[config.mk]
export PLATFORM = sky130hd
export DESIGN_NAME = c8b_32b
export DESIGN_NICKNAME = d
export VERILOG_FILES = /design/src/rtl/c8b_32b.sv
export SDC_FILE = /design/constraint.sdc
export NUM_CORES = 1
export LEC_CHECK = 0
export ABC_AREA = 1
export CORE_MARGIN = 1
export CORE_UTILIZATION = 55
export DETAILED_ROUTE_END_ITERATION = 8
export HOLD_SLACK_MARGIN = 0.02
export PLACE_DENSITY_LB_ADDON = 0.1
export RECOVER_POWER = 50
export SYNTH_ARGS = -nofsm -noshare
export SYNTH_HDL_FRONTEND = slang
export SYNTH_SLANG_ARGS = --single-unit
[constraint.sdc]
create_clock -name clock -period 6.35 [get_ports clock]
set_clock_uncertainty 0.1 [all_clocks]
set_input_delay 1.27 -clock clock [delete_from_list [all_inputs] [get_ports clock]]
set_output_delay 1.27 -clock clock [all_outputs]
set_load 0.02 [all_outputs]
[src/rtl/c8b_32b.sv]
// ---------------------------------------------------------------------------
// c8b_32b : byte-to-word deserializer for the PCIe PHY receive path.
//
// Collects four consecutive valid bytes into one 32-bit word. The first byte
// of a word lands in bits [7:0]. A completed word is presented with a
// one-cycle valid pulse. A gap in valid_in part-way through a word throws
// the partial bytes away and raises a one-cycle error pulse.
//
// Ports
//   clock     in   1  byte clock, rising edge active
//   reset     in   1  asynchronous, active-high reset
//   data_in   in   8  received byte
//   valid_in  in   1  data_in is valid this cycle
//   data_out  out 32  last completed word, held between words
//   valid_out out  1  one-cycle pulse, data_out carries a new word
//   err_out   out  1  one-cycle pulse, a partial word was discarded
// ---------------------------------------------------------------------------
module c8b_32b (
    input  logic        clock,
    input  logic        reset,
    input  logic [7:0]  data_in,
    input  logic        valid_in,
    output logic [31:0] data_out,
    output logic        valid_out,
    output logic        err_out
);

    // IDLE means idx==0 (the next valid byte starts a new word).
    // COLLECT means idx is 1..3 (part of a word is held).
    typedef enum logic [0:0] {
        IDLE    = 1'b0,
        COLLECT = 1'b1
    } state_t;

    state_t      state_r;
    state_t      state_nxt_s;
    logic [1:0]  idx_r;
    logic [1:0]  idx_nxt_s;
    logic [23:0] hold_r;
    logic [23:0] hold_nxt_s;
    logic [31:0] data_out_r;
    logic [31:0] data_nxt_s;
    logic        valid_out_r;
    logic        valid_nxt_s;
    logic        err_out_r;
    logic        err_nxt_s;

    // State register. Every output is registered, so each pulse lasts exactly
    // one cycle after the edge that produced it.
    always_ff @(posedge clock or posedge reset) begin
        if (reset) begin
            state_r     <= IDLE;
            idx_r       <= 2'd0;
            hold_r      <= 24'h0;
            data_out_r  <= 32'h0;
            valid_out_r <= 1'b0;
            err_out_r   <= 1'b0;
        end else begin
            state_r     <= state_nxt_s;
            idx_r       <= idx_nxt_s;
            hold_r      <= hold_nxt_s;
            data_out_r  <= data_nxt_s;
            valid_out_r <= valid_nxt_s;
            err_out_r   <= err_nxt_s;
        end
    end

    // Next-state and output decode. Both pulses default low, and data_out
    // keeps its value unless a word completes.
    always_comb begin
        state_nxt_s = state_r;
        idx_nxt_s   = idx_r;
        hold_nxt_s  = hold_r;
        data_nxt_s  = data_out_r;
        valid_nxt_s = 1'b0;
        err_nxt_s   = 1'b0;

        case (state_r)
            IDLE: begin
                if (valid_in) begin
                    // First byte of a new word
                    hold_nxt_s[7:0] = data_in;
                    idx_nxt_s       = 2'd1;
                    state_nxt_s     = COLLECT;
                end else begin
                    // A gap with nothing collected is not an error
                    idx_nxt_s   = 2'd0;
                    state_nxt_s = IDLE;
                end
            end

            COLLECT: begin
                if (!valid_in) begin
                    // Gap mid-word: drop the partial bytes and realign
                    err_nxt_s   = 1'b1;
                    idx_nxt_s   = 2'd0;
                    state_nxt_s = IDLE;
                end else if (idx_r == 2'd3) begin
                    // Fourth byte completes the word. The byte goes straight
                    // to the output and is never held.
                    data_nxt_s  = {data_in, hold_r};
                    valid_nxt_s = 1'b1;
                    idx_nxt_s   = 2'd0;
                    state_nxt_s = IDLE;
                end else begin
                    case (idx_r)
                        2'd1:    hold_nxt_s[15:8]  = data_in;
                        2'd2:    hold_nxt_s[23:16] = data_in;
                        default: hold_nxt_s[7:0]   = data_in;
                    endcase
                    idx_nxt_s   = idx_r + 2'd1;
                    state_nxt_s = COLLECT;
                end
            end

            default: begin
                // Unreachable encoding: go back to word alignment
                idx_nxt_s   = 2'd0;
                state_nxt_s = IDLE;
            end
        endcase
    end

    assign data_out  = data_out_r;
    assign valid_out = valid_out_r;
    assign err_out   = err_out_r;

endmodule

==> summary.txt <==
Detailed routing
  • Via count: 1945
  • DR WL/cell: 13.7 µm
  • DRC Markers: 0
  • DRT iter0 DRCs: 134
  • Detail Route Antenna Nets: 0
  • Pre-Repair DR Iteration Count: 5
  • Drt via density: 5.30
  • Post-Route WL: 5020 µm

Placed design
  • Port Buffers: 44
  • Final RePlAce weighted congestion: 0.778
  • Post-DP HPWL: 3190 µm

Logic synthesis
  • Post-synthesis sequential element count: 61
  • Mapped Area: 2440 µm²
  • Syn Inst Count: 267
  • YS warnings: 0
  • Avg Cell Area, Syn: 9.13 µm²
  • Synth cell types: 16
  • Post-Syn Nets: 282
  • Sequential cell area fraction in the yosys report: 62.6%

Worst setup path
  • Crit path cell chain: dlygate4sd3_1, nand2_1, nor2_2, nand2_1, nand2_1
  • RR Startpoint: state_r
  • Top cell by count, worst path: nand2_1
  • Required @ worst endpoint: 6.51 ns
  • Worst Setup End Kind: register
  • Largest stage delay, worst path: 1.14 ns
  • CP max stage cell: nor2_2
  • Critical Path Start: valid_in
  • Crit Path Max Fanout: 35
  • CP Class: in2reg
  • Top delay family on crit path: simple AND/OR/NAND/NOR gates
  • Crit path DAT: 3.90 ns
  • Crit path buf inv count: 1
  • CP Launch Type: input pin
  • R2R Setup Slk: 3.71 ns

Status
  • Outcome: completed

STA
  • Final setup fails: 0
  • Final slew viol count: 0
  • RSZ-0062 raised after global routing: no
  • Minimum clock period: 3.74 ns
  • Rel. slew slack: 22.2%
  • Fin crit share: 58.9%
  • Final hold vios: 0
  • Highest clock rate: 0.267 GHz
  • Setup TNS: 0 ns
  • Slew @ Worst Pin: 1.17 ns

Clock network
  • Clock-pin slew on the worst setup and hold paths: 0.06 ns
  • CTS Buffer Depth: 2
  • Post-CTS Resized: 0
  • Hold buffer count at CTS: 0
  • H-tree Lvls: 3
  • CTS tree: yes
  • # clock sinks: 61
  • CTS Buf Count: 9
  • Post-CTS Setup Bufs: 0
  • Clk_lat worst skew: 0.33 ns
  • CTS root buf: clkbuf_8

Final layout
  • Area Overhead vs Synth: 25.9%
  • Commonest non-fill, non-tap cell in the layout: nand2_1
  • Commonest non-fill, non-tap cells in the layout: 119 x nand2_1, 61 x dfrtp_1, 38 x clkdlybuf4s50_1
  • Layout cells sized above 1: 5.36%
  • Core Util, Final: 74.6%
  • Ant diodes: 0
  • Final Net Count: 328

Pwr
  • Leakage Power: 1.60 nW
  • P per Cell Area: 326 nW/µm²
  • Max VDD drop: 189 µV

GRT
  • Total gr overflow: 0
  • Gr usage total: 25.0%
  • Pin count of the biggest net entering global routing: 62
  • Vias in the first global route: 1698
  • First-pass GRT wire length: 8210 µm
  • Initial antenna violation count: 0

Job
  • Maxcap violations: 0

Floorplanning
  • Top Ports: 45
  • Starting Density: 59.3%
  • Die Y-Extent: 68.6 µm
  • Die W: 68.6 µm
  • Die area: 4700 µm²
  • Core box area: 4120 µm²
  • Cell Rows: 23

Hold path
  • Tightest Hold Check Type: reg2reg
  • Beginning of the worst hold path: hold_r[20]
path summary, 6_finish.rpt:
| check | end | cells after the start |
|---|---|---|
| worst max-delay path | data_out[29] | 5 |
| worst min-delay path | hold_r[20] | 2 |
| worst max register to register | data_out[29] | 4 |
| worst min register to register | hold_r[20] | 2 |
| max in group asynchronous | data_out[21] | 3 |
| min in group asynchronous | data_out[1] | 3 |
layer usage:
metal  global-route usage [%]  wire length [µm]  vias to the layer above
met2                     36.4              2360                       59
li1                         -                 -                      944
met4                     12.0               140                        0
met5                        0                 0                        -
met3                     6.91               252                       11
met1                     34.8              2270                      931
logic make-up (layout without fill, tap and decap cells):
logic type / Yosys count / count (layout) / synth area share [%]
fa+ha+maj: 4 / 4 / 2.05
flops: 61 / 61 / 62.6
buf+inv: 19 / 69 / 3.54
compound gates: 34 / 34 / 6.98
simple gates: 149 / 149 / 24.8
tightest hold or removal path, cell delays in order (launching register included):
cell     delay (ns)
dfrtp_1        0.34
nand2_1        0.05
nand2_1        0.05
synth_stat cells, drive strengths merged:
| master | n | area (µm²) |
|---|---|---|
| a21oi | 2 | 10.0 |
| buf | 4 | 30.0 |
| clkbuf | 6 | 22.5 |
| clkinv | 2 | 7.51 |
| dfrtp | 61 | 1530 |
| ha | 4 | 50.1 |
| inv | 7 | 26.3 |
| nand2 | 119 | 452 |
| nand3 | 25 | 125 |
| nor2 | 5 | 28.8 |
| o21ai | 32 | 160 |
where the power goes:
part           switching, mW  internal [mW]  total, mW
registers             0.0365          0.455      0.491
clock network          0.137          0.171      0.308
logic                  0.114         0.0873      0.201
total                  0.287          0.713       1.00
state kept, by name, indices dropped and copies added (netlist names):
signal,count
hold_r,24
state_r,1
data_out,32
idx_r,2
err_out,1
valid_out,1
stage by stage:
stage | area [µm²] | hold slack (ns) | instances | total power [mW] | setup slack (ns)
floorplan | 2440 | 0.342 | 267 | 0.600 | 3.47
global route | 3070 | 0.389 | 367 | 1.05 | 2.34
detailed placement | 2900 | 0.359 | 352 | 0.700 | 2.68
global placement | 2900 | 0.355 | 352 | 0.694 | 2.71
finish | 3070 | 0.373 | 367 | 1.00 | 2.61
CTS | 3070 | 0.374 | 367 | 1.01 | 3.04
final cells by class:
cell class / instances / area (µm²)
clock buffers: 14 / 173
repair buffers: 45 / 448
clock inverters: 1 / 5.00
multi-input cells: 187 / 821
fillers: 329 / 1050
inverters: 9 / 33.8
flip-flops and latches: 61 / 1530
well taps: 50 / 62.6
Power figures use the tool's default switching activity.
